--- src/rtl/oflow_core_set_scheduler_if.sv ---
// ---------------------------------------------------------------------------
// oflow_core_set_scheduler_if
//
// Bundles every handshake and bus signal of the oflow core set scheduler so
// the scheduler, the core top-level controller, the bbox loader and the PE
// array can be connected through a single port.
//
// Signal groups:
//   frame control : start_frame, num_of_bboxes   (controller -> scheduler)
//                   frame_busy, frame_done       (scheduler  -> controller)
//   set load      : load_req                     (scheduler  -> loader)
//                   load_ack                     (loader     -> scheduler)
//   FE stage      : set_idx_fe, mask_fe, start_fe  (scheduler -> PE array)
//                   done_fe                        (PE array  -> scheduler)
//   REG stage     : set_idx_reg, mask_reg, start_reg (scheduler -> PE array)
//                   done_reg                         (PE array  -> scheduler)
//
// Modports:
//   master : the scheduler side
//   slave  : the controller / loader / PE-array side
// ---------------------------------------------------------------------------
interface oflow_core_set_scheduler_if #(
    parameter int PE_NUM = 24,
    parameter int BBOX_W = 8,
    parameter int SET_W  = 4
) ();

    // Frame control
    logic              start_frame;
    logic [BBOX_W-1:0] num_of_bboxes;
    logic              frame_busy;
    logic              frame_done;

    // Set load handshake
    logic              load_req;
    logic              load_ack;

    // Feature-extraction stage
    logic [SET_W-1:0]  set_idx_fe;
    logic [PE_NUM-1:0] mask_fe;
    logic [PE_NUM-1:0] start_fe;
    logic [PE_NUM-1:0] done_fe;

    // Registration stage
    logic [SET_W-1:0]  set_idx_reg;
    logic [PE_NUM-1:0] mask_reg;
    logic [PE_NUM-1:0] start_reg;
    logic [PE_NUM-1:0] done_reg;

    modport master (
        input  start_frame,
        input  num_of_bboxes,
        output frame_busy,
        output frame_done,
        output load_req,
        input  load_ack,
        output set_idx_fe,
        output mask_fe,
        output start_fe,
        input  done_fe,
        output set_idx_reg,
        output mask_reg,
        output start_reg,
        input  done_reg
    );

    modport slave (
        output start_frame,
        output num_of_bboxes,
        input  frame_busy,
        input  frame_done,
        input  load_req,
        output load_ack,
        input  set_idx_fe,
        input  mask_fe,
        input  start_fe,
        output done_fe,
        input  set_idx_reg,
        input  mask_reg,
        input  start_reg,
        output done_reg
    );

endinterface

--- src/rtl/oflow_core_set_scheduler.sv ---
// ---------------------------------------------------------------------------
// oflow_core_set_scheduler
//
// Frame-level set scheduler for the oflow core PE array. A frame of n bboxes
// is split into ceil(n/PE_NUM) sets; each set is loaded into the PEs, run
// through feature extraction (FE) and then through registration (REG). FE of
// set k+1 (including its load) overlaps registration of set k; one finished
// FE set can be parked in FE_HOLD while registration is still busy.
//
// Ports:
//   clk       in   single clock, rising edge
//   reset     in   synchronous, active-high; clears all state and outputs
//   sched_if  master modport of oflow_core_set_scheduler_if:
//     start_frame / num_of_bboxes  frame request and its bbox count
//     frame_busy / frame_done      frame in progress / last set registered
//     load_req / load_ack          level request / one-cycle ack for set load
//     set_idx_fe, mask_fe          set currently loading or in FE, its PE mask
//     start_fe / done_fe           one-cycle FE start (= mask_fe) / per-PE done
//     set_idx_reg, mask_reg        set currently in registration, its PE mask
//     start_reg / done_reg         one-cycle REG start (= mask_reg) / per-PE done
//
// All outputs come straight from registers.
// ---------------------------------------------------------------------------
module oflow_core_set_scheduler #(
    parameter int PE_NUM = 24,
    parameter int BBOX_W = 8,
    parameter int SET_W  = 4
) (
    input  logic                        clk,
    input  logic                        reset,
    oflow_core_set_scheduler_if.master  sched_if
);

    typedef enum logic [1:0] {
        FE_IDLE,
        FE_LOAD,
        FE_RUN,
        FE_HOLD
    } fe_state_t;

    typedef enum logic {
        R_IDLE,
        R_RUN
    } reg_state_t;

    // Active-PE mask of set s in a frame of n bboxes: the low
    // min(n - s*PE_NUM, PE_NUM) bits are set. The subtraction saturates at
    // zero so a set index past the end yields an empty mask instead of a wrap.
    function automatic logic [PE_NUM-1:0] set_mask(
        input logic [BBOX_W-1:0] n,
        input logic [SET_W-1:0]  s
    );
        logic [31:0]       base;
        logic [31:0]       rem;
        logic [PE_NUM-1:0] m;
        base = 32'(s) * 32'(PE_NUM);
        rem  = (32'(n) > base) ? (32'(n) - base) : 32'd0;
        m    = '0;
        for (int i = 0; i < PE_NUM; i++) begin
            m[i] = (32'(i) < rem);
        end
        return m;
    endfunction

    // Index of the final set, ceil(n/PE_NUM) - 1. Only meaningful for n > 0;
    // an empty frame never reaches a stage that compares against it.
    function automatic logic [SET_W-1:0] last_set_of(input logic [BBOX_W-1:0] n);
        logic [31:0] sets;
        sets = (32'(n) + 32'(PE_NUM) - 32'd1) / 32'(PE_NUM);
        return SET_W'(sets - 32'd1);
    endfunction

    // Frame bookkeeping
    logic [BBOX_W-1:0] n_q,          n_d;
    logic [SET_W-1:0]  last_set_q,   last_set_d;
    logic              frame_busy_q, frame_busy_d;
    logic              frame_done_q, frame_done_d;

    // FE stage
    fe_state_t         fe_state_q,   fe_state_d;
    logic              load_req_q,   load_req_d;
    logic [SET_W-1:0]  set_idx_fe_q, set_idx_fe_d;
    logic [PE_NUM-1:0] mask_fe_q,    mask_fe_d;
    logic [PE_NUM-1:0] start_fe_q,   start_fe_d;
    logic [PE_NUM-1:0] fe_sticky_q,  fe_sticky_d;

    // REG stage
    reg_state_t        reg_state_q,   reg_state_d;
    logic [SET_W-1:0]  set_idx_reg_q, set_idx_reg_d;
    logic [PE_NUM-1:0] mask_reg_q,    mask_reg_d;
    logic [PE_NUM-1:0] start_reg_q,   start_reg_d;
    logic [PE_NUM-1:0] reg_sticky_q,  reg_sticky_d;

    // Completion detection. The start pulse register is non-zero exactly in
    // the first RUN cycle of a stage (masks of a running set are never empty),
    // so it doubles as the "ignore dones this cycle" flag. The current cycle's
    // done bits are folded in so completion is seen in the cycle they arrive.
    logic fe_first;
    logic reg_first;
    logic fe_all_done;
    logic reg_all_done;

    assign fe_first     = |start_fe_q;
    assign reg_first    = |start_reg_q;
    assign fe_all_done  = !fe_first &&
                          (((fe_sticky_q | sched_if.done_fe) & mask_fe_q) == mask_fe_q);
    assign reg_all_done = !reg_first &&
                          (((reg_sticky_q | sched_if.done_reg) & mask_reg_q) == mask_reg_q);

    always_comb begin
        // NOTE: every next-state signal gets a default before any branch, so no path leaves one unassigned and no latch is inferred.
        n_d           = n_q;
        last_set_d    = last_set_q;
        frame_busy_d  = frame_busy_q;
        frame_done_d  = 1'b0;
        fe_state_d    = fe_state_q;
        load_req_d    = load_req_q;
        set_idx_fe_d  = set_idx_fe_q;
        mask_fe_d     = mask_fe_q;
        start_fe_d    = '0;
        fe_sticky_d   = fe_sticky_q;
        reg_state_d   = reg_state_q;
        set_idx_reg_d = set_idx_reg_q;
        mask_reg_d    = mask_reg_q;
        start_reg_d   = '0;
        reg_sticky_d  = reg_sticky_q;

        // Frame accept. Both stages are idle whenever frame_busy is low, so
        // the FSM cases below have nothing to do in the same cycle.
        if (sched_if.start_frame && !frame_busy_q) begin
            n_d          = sched_if.num_of_bboxes;
            last_set_d   = last_set_of(sched_if.num_of_bboxes);
            set_idx_fe_d = '0;
            mask_fe_d    = set_mask(sched_if.num_of_bboxes, '0);
            if (sched_if.num_of_bboxes == '0) begin
                // Empty frame: nothing to load or start, report done at once.
                frame_done_d = 1'b1;
            end else begin
                frame_busy_d = 1'b1;
                load_req_d   = 1'b1;
                fe_state_d   = FE_LOAD;
            end
        end

        // FE stage: load, run, then park until registration can take the set.
        case (fe_state_q)
            FE_LOAD: begin
                if (sched_if.load_ack) begin
                    load_req_d  = 1'b0;
                    start_fe_d  = mask_fe_q;
                    fe_sticky_d = '0;
                    fe_state_d  = FE_RUN;
                end
            end
            FE_RUN: begin
                if (fe_first) begin
                    fe_sticky_d = '0;
                end else begin
                    fe_sticky_d = fe_sticky_q | (sched_if.done_fe & mask_fe_q);
                    if (fe_all_done) begin
                        fe_state_d = FE_HOLD;
                    end
                end
            end
            FE_HOLD: begin
                if (reg_state_q == R_IDLE) begin
                    if (set_idx_fe_q == last_set_q) begin
                        fe_state_d = FE_IDLE;
                    end else begin
                        set_idx_fe_d = set_idx_fe_q + SET_W'(1);
                        mask_fe_d    = set_mask(n_q, set_idx_fe_q + SET_W'(1));
                        load_req_d   = 1'b1;
                        fe_state_d   = FE_LOAD;
                    end
                end
            end
            default: ;
        endcase

        // REG stage: takes the parked FE set, runs it, signals frame end.
        case (reg_state_q)
            R_IDLE: begin
                if (fe_state_q == FE_HOLD) begin
                    set_idx_reg_d = set_idx_fe_q;
                    mask_reg_d    = mask_fe_q;
                    start_reg_d   = mask_fe_q;
                    reg_sticky_d  = '0;
                    reg_state_d   = R_RUN;
                end
            end
            R_RUN: begin
                if (reg_first) begin
                    reg_sticky_d = '0;
                end else begin
                    reg_sticky_d = reg_sticky_q | (sched_if.done_reg & mask_reg_q);
                    if (reg_all_done) begin
                        reg_state_d = R_IDLE;
                        if (set_idx_reg_q == last_set_q) begin
                            frame_done_d = 1'b1;
                            frame_busy_d = 1'b0;
                        end
                    end
                end
            end
            default: ;
        endcase
    end

    // NOTE: sequential state uses non-blocking assignments so every register samples pre-edge values regardless of statement order.
    always_ff @(posedge clk) begin
        if (reset) begin
            n_q           <= '0;
            last_set_q    <= '0;
            frame_busy_q  <= 1'b0;
            frame_done_q  <= 1'b0;
            fe_state_q    <= FE_IDLE;
            load_req_q    <= 1'b0;
            set_idx_fe_q  <= '0;
            mask_fe_q     <= '0;
            start_fe_q    <= '0;
            fe_sticky_q   <= '0;
            reg_state_q   <= R_IDLE;
            set_idx_reg_q <= '0;
            mask_reg_q    <= '0;
            start_reg_q   <= '0;
            reg_sticky_q  <= '0;
        end else begin
            n_q           <= n_d;
            last_set_q    <= last_set_d;
            frame_busy_q  <= frame_busy_d;
            frame_done_q  <= frame_done_d;
            fe_state_q    <= fe_state_d;
            load_req_q    <= load_req_d;
            set_idx_fe_q  <= set_idx_fe_d;
            mask_fe_q     <= mask_fe_d;
            start_fe_q    <= start_fe_d;
            fe_sticky_q   <= fe_sticky_d;
            reg_state_q   <= reg_state_d;
            set_idx_reg_q <= set_idx_reg_d;
            mask_reg_q    <= mask_reg_d;
            start_reg_q   <= start_reg_d;
            reg_sticky_q  <= reg_sticky_d;
        end
    end

    assign sched_if.frame_busy  = frame_busy_q;
    assign sched_if.frame_done  = frame_done_q;
    assign sched_if.load_req    = load_req_q;
    assign sched_if.set_idx_fe  = set_idx_fe_q;
    assign sched_if.mask_fe     = mask_fe_q;
    assign sched_if.start_fe    = start_fe_q;
    assign sched_if.set_idx_reg = set_idx_reg_q;
    assign sched_if.mask_reg    = mask_reg_q;
    assign sched_if.start_reg   = start_reg_q;

endmodule

--- src/flat_wrapper.sv ---
// flat-port wrapper written by rule: the top's interface ports become plain ports
module oflow_core_set_scheduler_flat 
#(
    parameter int PE_NUM = 24,
    parameter int BBOX_W = 8,
    parameter int SET_W  = 4
)
  (clk, reset, sched_if_start_frame, sched_if_num_of_bboxes, sched_if_frame_busy, sched_if_frame_done, sched_if_load_req, sched_if_load_ack, sched_if_set_idx_fe, sched_if_mask_fe, sched_if_start_fe, sched_if_done_fe, sched_if_set_idx_reg, sched_if_mask_reg, sched_if_start_reg, sched_if_done_reg);
  oflow_core_set_scheduler_if #(.PE_NUM(PE_NUM), .BBOX_W(BBOX_W), .SET_W(SET_W)) sched_if_i ();
  input  logic clk;
  input  logic reset;
  input wire logic [$bits(sched_if_i.start_frame)-1:0] sched_if_start_frame;
  input wire logic [$bits(sched_if_i.num_of_bboxes)-1:0] sched_if_num_of_bboxes;
  output wire logic [$bits(sched_if_i.frame_busy)-1:0] sched_if_frame_busy;
  output wire logic [$bits(sched_if_i.frame_done)-1:0] sched_if_frame_done;
  output wire logic [$bits(sched_if_i.load_req)-1:0] sched_if_load_req;
  input wire logic [$bits(sched_if_i.load_ack)-1:0] sched_if_load_ack;
  output wire logic [$bits(sched_if_i.set_idx_fe)-1:0] sched_if_set_idx_fe;
  output wire logic [$bits(sched_if_i.mask_fe)-1:0] sched_if_mask_fe;
  output wire logic [$bits(sched_if_i.start_fe)-1:0] sched_if_start_fe;
  input wire logic [$bits(sched_if_i.done_fe)-1:0] sched_if_done_fe;
  output wire logic [$bits(sched_if_i.set_idx_reg)-1:0] sched_if_set_idx_reg;
  output wire logic [$bits(sched_if_i.mask_reg)-1:0] sched_if_mask_reg;
  output wire logic [$bits(sched_if_i.start_reg)-1:0] sched_if_start_reg;
  input wire logic [$bits(sched_if_i.done_reg)-1:0] sched_if_done_reg;
  assign sched_if_i.start_frame = sched_if_start_frame;
  assign sched_if_i.num_of_bboxes = sched_if_num_of_bboxes;
  assign sched_if_frame_busy = sched_if_i.frame_busy;
  assign sched_if_frame_done = sched_if_i.frame_done;
  assign sched_if_load_req = sched_if_i.load_req;
  assign sched_if_i.load_ack = sched_if_load_ack;
  assign sched_if_set_idx_fe = sched_if_i.set_idx_fe;
  assign sched_if_mask_fe = sched_if_i.mask_fe;
  assign sched_if_start_fe = sched_if_i.start_fe;
  assign sched_if_i.done_fe = sched_if_done_fe;
  assign sched_if_set_idx_reg = sched_if_i.set_idx_reg;
  assign sched_if_mask_reg = sched_if_i.mask_reg;
  assign sched_if_start_reg = sched_if_i.start_reg;
  assign sched_if_i.done_reg = sched_if_done_reg;
  oflow_core_set_scheduler #(.PE_NUM(PE_NUM), .BBOX_W(BBOX_W), .SET_W(SET_W)) u_core (.clk(clk), .reset(reset), .sched_if(sched_if_i));
endmodule
--- config.mk ---
export PLATFORM = sky130hd
export DESIGN_NAME = oflow_core_set_scheduler_flat
export DESIGN_NICKNAME = d
export VERILOG_FILES = /design/src/rtl/oflow_core_set_scheduler_if.sv /design/src/rtl/oflow_core_set_scheduler.sv /design/src/flat_wrapper.sv
export SDC_FILE = /design/constraint.sdc
export NUM_CORES = 1
export LEC_CHECK = 0
export CORE_ASPECT_RATIO = 2
export CORE_MARGIN = 3
export CORE_UTILIZATION = 45
export DETAILED_ROUTE_END_ITERATION = 16
export GPL_TIMING_DRIVEN = 0
export HOLD_SLACK_MARGIN = 0.15
export PLACE_DENSITY = 0.75
export SYNTH_ARGS = -nofsm -noshare
export SYNTH_HDL_FRONTEND = slang
export SYNTH_SLANG_ARGS = --single-unit
--- constraint.sdc ---
create_clock -name clk -period 4 [get_ports clk]
set_input_delay 0.4 -clock clk [delete_from_list [all_inputs] [get_ports clk]]
set_output_delay 0.4 -clock clk [all_outputs]
set_load 0.05 [all_outputs]
==> impl_results.md, run 1 <==
* Max Slew Vio Count at 0
* P_leak at 4.14 nW
* Post-synthesis cell type count at 75
* First-pass GRT wire length at 42,500 um
* Critical Path RT at approximately 4.4 ns
* CP endpoint kind: flip-flop
* Slew Limit Headroom at 0.159
* Routed Antenna Nets at 0
* CTS clk-pin slew, worst paths at 0.07 ns
* Via count at between 7,000 and 8,000
* Port Buffers at between 150 and 200
* Ys Warns at 0
* CTS max path bufs at 2
* DP HPWL at 22,200 um
* Number of global-route vias before repair at 7,791
* Worst Hold Class: in2reg
* Largest family of logic cells by synthesized area: simple AND/OR/NAND/NOR gates
* Final Setup Violations at 0
* Nets@finish at about 1,200
* Critical path's top delay family: simple AND/OR/NAND/NOR gates
* Crit Path Max Fanout at 10
* VDD IR max at 0.254 mV
* I/O Pins at 167
* Max frequency at between 200 and 300 MHz
* Critical-path cell list: clkdlybuf4s15_2, buf_6, inv_1, ha_4, nand4b_4, mux2i_1, or4_1, buf_6, nor2_4, or4b_1, o2111a_2, nand2_2, maj3_1, mux2i_2, ha_1, xnor2_1, nand2_1, a21oi_1
* Commonest cells after routing, fill and taps aside: dfxtp_1 (170), clkdlybuf4s50_1 (161), nor2_1 (131), nand2_1 (53), a21oi_1 (53)
* Hold buffers post-CTS at 0
* Total Power at roughly 4 mW
* Num CTS Buffers at 17
* Final Hold Viols at 0
* Post-route minimum period at 3.81 ns
* Post-synth top flop: dfxtp_1
* Fin Hold WS at 0.254 ns
* Compound-Gate Fraction of Synth Area at 0.211
* Max Cap Viol at 0
* Final critical-path share of the clock period at 0.953
* Initial antenna violation count at 2
* CTS tree: built
* Status: completed
* DR iter-0 viols at 445
* Adder-cell share of the synthesized area at 0.0313
* Total clock sinks at 170
* P&R area growth vs syn at 32.8%
* Overflow after GRT at 0
* Slew @ Worst Pin at 1.25 ns
* Area share of and/or/nand/nor cells after synthesis at 0.235
* Core area at about 17,000 um2
* Worst Setup Start Kind: input port
* CP max-delay cell: or4_1
* Syn Inst Count at 895
* Avg Inst Size Synth at a little under 9 um2
* Arrival time worst endpoint at 4.16 ns
* Largest net degree at the start of global routing at 17
* Seq/Total Area, Yosys at 0.439
* PD cells at 389 nW/um2
* CP Class: in2reg
* Starting Density at 0.460
* Layout cell share with drive strength beyond 1 at 0.0659
* Most common cell after layout, fill and taps aside: dfxtp_1
* Total die area at 18,900 um2
* Final WL at approximately 28,000 um
* Top cells by area, synth: dfxtp_1 (44%), nor2_1 (6.3%), a21oi_1 (3.4%), a32oi_1 (2.8%), a21o_1 (2.8%)
* Vias per cell at 5.98
* Avg WL per Cell at 21.4 um
* Post-synthesis register bit count at 170
* Async SR Flop Fraction at 0
* Clk Latency, worst-skew pair at 0.43 ns
* Root Driver: clkbuf_16
* Slowest cell delay on critical path at 0.58 ns
* H-tree depth at 4
* CP dominant cell by count: buf_6
* Area leader, netlist: dfxtp_1
* Synthesized net count at 973
* First-pass DRT Iterations at 5
* Top cell type's share of synthesized area at 0.439
* Unrepaired setup endpoints after global routing: false
* Mapped Area at roughly 7700 um2
* Die height at 192 um
* CP Buf/Inv Count at 4
* Clock skew at around 0.0092 ns
* Xor and xnor area share after synthesis at 0.0305
* EDFF count, synth at 0
* Mux contribution to synthesized area at 0.00646
* GRT Overall Usage at 0.294
* Die width at 98.8 um
* Post-route DRC at 0
* Row count at 67
* Routability Congestion at ~0.99
-- kinds of logic after synthesis --
family	count (synthesis)
buffers and inverters	77
adders and majority gates	19
xor gates and xnor gates	27
AOI/OAI and AO/OA	236
and+or+nand+nor	361
muxes	5
DFF	170
-- metrics by stage --
stage,area (um2),cells,utilization,setup slack [ns],TNS [ns]
after floorplan,7750,895,-,0.0399,0
after global placement,9640,1265,0.572,-0.794,-7.06
after detailed placement,9640,1265,0.572,-0.860,-8.54
after CTS,10200,1299,0.607,0.00659,0
after global routing,10300,1301,0.610,0.00462,0
final,10300,1301,0.610,0.189,0
-- worst min-delay path, stage by stage --
cell     delay [ns]
buf_6          0.12
nand2_1        0.07
a21oi_1        0.05
-- worst paths after layout --
| kind | from | to | slack (ns) | depth (start not counted) |
|---|---|---|---|---|
| worst max-delay path | sched_if_num_of_bboxes[3] | u_core.last_set_q[2] | 0.19 | 18 |
| worst min-delay path | sched_if_num_of_bboxes[4] | u_core.n_q[4] | 0.25 | 3 |
| worst max register to register | u_core.sched_if.set_idx_fe[0] | u_core.sched_if.mask_fe[16] | 0.23 | 16 |
| worst min register to register | u_core.n_q[3] | u_core.n_q[3] | 0.46 | 2 |
-- per-layer routing --
metal,up-vias,share of wire,global-route usage
met5,-,0,0
li1,3627,-,-
met3,104,0.043,0.0336
met1,3728,0.32,0.263
met4,0,0.078,0.214
met2,327,0.56,0.581
-- area by class of cell --
cell class | instances | area [um2]
plain buffers | 58 | 290
fillers | 1526 | 6570
clock buffers | 19 | 433
flip-flops and latches | 170 | 3400
diodes | 2 | 5.00
clock inverters | 13 | 113
well taps | 207 | 259
multi-input cells | 648 | 4060
inverters | 19 | 71.3
repair buffers | 165 | 1650
-- where the power goes --
part | switching, mW | total, mW | internal, mW
registers | 0.0738 | 1.81 | 1.73
clock network | 0.722 | 1.53 | 0.810
logic | 0.400 | 0.659 | 0.259
total | 1.20 | 4.00 | 2.80
-- synth_stat cells, drive strengths merged (5+ instances only) --
master	instances
a31oi	25
nand4	12
nand2	54
nor3b	9
nor2	132
a211oi	23
buf	11
ha	17
nor4	16
inv	19
and2	29
nor2b	9
and3	29
xnor2	17
nand2b	5
clkbuf	46
nand3	17
dfxtp	170
a32oi	25
a22oi	18
nor3	26
a21oi	54
xor2	10
o21ai	25
a221oi	6
a21o	29
mux2i	5
-- timing repair --
item	CTS	global route
buffers inserted	2	0
cloned	0	0
pin swaps	1	0
gates resized for setup	10	11
endpoints found under the setup margin	24	18
(Power assumes the default switching activity.)
==> run 2: changes to the inputs <==
--- a/config.mk
+++ b/config.mk
@@ -7,11 +7,11 @@
 export LEC_CHECK = 0
 export CORE_ASPECT_RATIO = 2
 export CORE_MARGIN = 3
-export CORE_UTILIZATION = 45
+export CORE_UTILIZATION = 46
 export DETAILED_ROUTE_END_ITERATION = 16
 export GPL_TIMING_DRIVEN = 0
 export HOLD_SLACK_MARGIN = 0.15
-export PLACE_DENSITY = 0.75
+export PLACE_DENSITY = 0.76
 export SYNTH_ARGS = -nofsm -noshare
 export SYNTH_HDL_FRONTEND = slang
 export SYNTH_SLANG_ARGS = --single-unit
==> run 2 against run 1 <==
Against the previous run: cell area rose by 0.80%; worst setup slack improved by 0.023 ns; critical path depth fell by 2; global-route usage rose by 0.25 points; sequential power barely moved; largest cell class unchanged; highest routed layer unchanged.
==> impl_results.md, run 2 (synthesis gave the netlist of run 1 again) <==
* Sw frac at 0.280 (was 0.299)
* First-pass GRT wire length at 42,400 um (was 42,500 um)
* CP Class: reg2reg (was in2reg)
* Final Setup Violations at 0 (unchanged)
* Int Power at 3.06 mW (was 2.80 mW)
* Die width at 97.7 um (was 98.8 um)
* Sequential power share at 0.425 (was 0.452)
* Root Driver: clkbuf_16 (unchanged)
* Number of global-route vias before repair at 7,813 (was 7,791)
* DR iter-0 viols at 422 (was 445)
* Setup TNS Final at 0 ns (unchanged)
* Total clock sinks at 170 (unchanged)
* Max Cap Viol at 0 (unchanged)
* Post-route minimum period at 3.79 ns (was 3.81 ns)
* H-tree depth at 4 (unchanged)
* Max frequency at 264 MHz (was 262 MHz)
* Final Hold Viols at 0 (unchanged)
* Clock skew at 0.00747 ns (was 0.00918 ns)
* Die height at 189 um (was 192 um)
* Slew @ Worst Pin at 1.11 ns (was 1.25 ns)
* Switching pwr at 1.19 mW (was 1.20 mW)
* CP max-delay cell: dfxtp_1 (was or4_1)
* Status: completed (unchanged)
* Placed cell area at 9640 um2 (about the same)
* Initial antenna violation count at 2 (unchanged)
* Worst Setup Start Kind: flip-flop (was input port)
* Commonest cells after routing, fill and taps aside: dfxtp_1 (170), clkdlybuf4s50_1 (160), nor2_1 (131), nand2_1 (53), a21oi_1 (53) (was dfxtp_1 (170), clkdlybuf4s50_1 (161), nor2_1 (131), nand2_1 (53), a21oi_1 (53))
* Starting Density at 0.474 (was 0.460)
* Vias per cell at 5.99 (was 5.98)
* GRT Overall Usage at 0.296 (was 0.294)
* Num CTS Buffers at 17 (unchanged)
* Total die area at 18,500 um2 (was 18,900 um2)
* Clock network fraction of total power at 0.419 (was 0.383)
* I/O Pins at 167 (unchanged)
* PD cells at 410 nW/um2 (was 389 nW/um2)
* Final critical-path share of the clock period at 0.947 (was 0.953)
* P_leak at 4.20 nW (was 4.14 nW)
* Post-Layout Inst Area at 10,400 um2 (was 10,300 um2)
* Max Slew Vio Count at 0 (unchanged)
* Routability Congestion at 0.990 (was 0.992)
* Crit Path Max Fanout at 10 (unchanged)
* Post-route DRC at 0 (unchanged)
* Arrival time worst endpoint at 4.14 ns (was 4.16 ns)
* Layout fillers at 1,429 (was 1,526)
* Overflow after GRT at 0 (unchanged)
* DP HPWL at 21,800 um (was 22,200 um)
* Register area at 3400 um2 (unchanged)
* Routed Antenna Nets at 0 (unchanged)
* CTS tree: built (unchanged)
* Critical-path cell list: buf_2, inv_1, ha_1, inv_1, ha_1, a21o_1, a21oi_1, xnor2_1, ha_1, a21oi_1, a2111oi_4, buf_4, a21o_1, buf_2, a21oi_1, a211oi_1 (was clkdlybuf4s15_2, buf_6, inv_1, ha_4, nand4b_4, mux2i_1, or4_1, buf_6, nor2_4, or4b_1, o2111a_2, nand2_2, maj3_1, mux2i_2, ha_1, xnor2_1, nand2_1, a21oi_1)
* CTS max path bufs at 2 (unchanged)
* Slowest cell delay on critical path at 0.37 ns (was 0.58 ns)
* Avg WL per Cell at 21.2 um (was 21.4 um)
* Worst Hold Class: in2reg (unchanged)
* CTS clk-pin slew, worst paths at 0.07 ns (about the same)
* Core area at 16,400 um2 (was 16,800 um2)
* Nets@finish at 1,156 (was 1,157)
* Largest net degree at the start of global routing at 17 (unchanged)
* Critical Path RT at 4.35 ns (about the same)
* Most common cell after layout, fill and taps aside: dfxtp_1 (unchanged)
* Slew Limit Headroom at 0.251 (was 0.159)
* Row count at 66 (was 67)
* Comb power frac at 0.156 (was 0.165)
* Hold buffers post-CTS at 0 (unchanged)
* Non-Filler Instances at 1,297 (was 1,301)
* First-pass DRT Iterations at 5 (unchanged)
* HP Start: sched_if_num_of_bboxes[4] (unchanged)
* Clk Latency, worst-skew pair at 0.43 ns (about the same)
* Via count at 7,768 (was 7,786)
* Final WL at 27,500 um (was 27,900 um)
* Final Core Density at 0.634 (was 0.610)
* P&R area growth vs syn at 33.8% (was 32.8%)
* Layout cell share with drive strength beyond 1 at 0.0678 (was 0.0659)
* Multi-input gate area at 4060 um2 (about the same)
* Crit. Startpoint: u_core.sched_if.set_idx_fe[0] (was sched_if_num_of_bboxes[3])
* R2r startpoint: u_core.sched_if.set_idx_fe[0] (unchanged)
* CP endpoint kind: flip-flop (unchanged)
* Placed cell count at 1,262 (was 1,265)
* Port Buffers at 163 (unchanged)
* VDD IR max at 0.269 mV (was 0.254 mV)
## run 2: path summary, 6_finish.rpt
check                                                  end  depth (start not counted)  slack (ns)
worst max-delay path            u_core.sched_if.mask_fe[5]                         16        0.21
worst min-delay path                         u_core.n_q[4]                          3        0.27
worst max register to register  u_core.sched_if.mask_fe[5]                         16        0.21
worst min register to register               u_core.n_q[3]                          2        0.46
## run 2: critical path: cells and delay by family (launching register included)
family	cells	cell delay (ns)
AOI/OAI and AO/OA	7	1.39
adders and majority gates	3	0.96
DFF	1	0.37
buffers and inverters	5	0.90
xor gates and xnor gates	1	0.09
## run 2: stage by stage
step	setup WS, ns	hold slack (ns)	total power, mW
CTS	0.00624	0.258	4.22
finish	0.212	0.270	4.25
detailed placement	-0.916	0.449	2.48
floorplan	0.0399	0.436	2.21
global placement	-0.831	0.445	2.47
global route	-0.0302	0.297	4.36
## run 2: area by class of cell
cell class,instances,area share
Sequential cell,170,0.328
Timing Repair Buffer,164,0.158
Clock buffer,18,0.0414
Buffer,58,0.0280
Antenna cell,2,0.000483
Inverter,19,0.00688
Tap cell,204,0.0246
Clock inverter,14,0.0203
Multi-Input combinational cell,648,0.392
## run 2: power groups by stage
stage	Combinational, mW	Sequential, mW	Clock (mW)
after detailed placement	0.634	1.84	0
after global placement	0.629	1.84	0
after floorplan	0.312	1.90	0
after global routing	0.709	1.81	1.85
final	0.661	1.81	1.78
after CTS	0.641	1.80	1.78
## run 2: timing repair
| action | in CTS | in global routing |
|---|---|---|
| hold endpoints to repair | 0 | 0 |
| setup endpoints to repair | 25 | 21 |
| setup buffers | 0 | 1 |
| gates resized for setup | 9 | 16 |
| pin swaps | 0 | 1 |
## run 2: routing by layer
metal	vias to the layer above	global-route usage	share of wire
li1	3611	-	-
met1	3696	0.263	0.32
met2	351	0.577	0.55
met3	110	0.0490	0.049
met4	0	0.221	0.081
met5	-	0	0
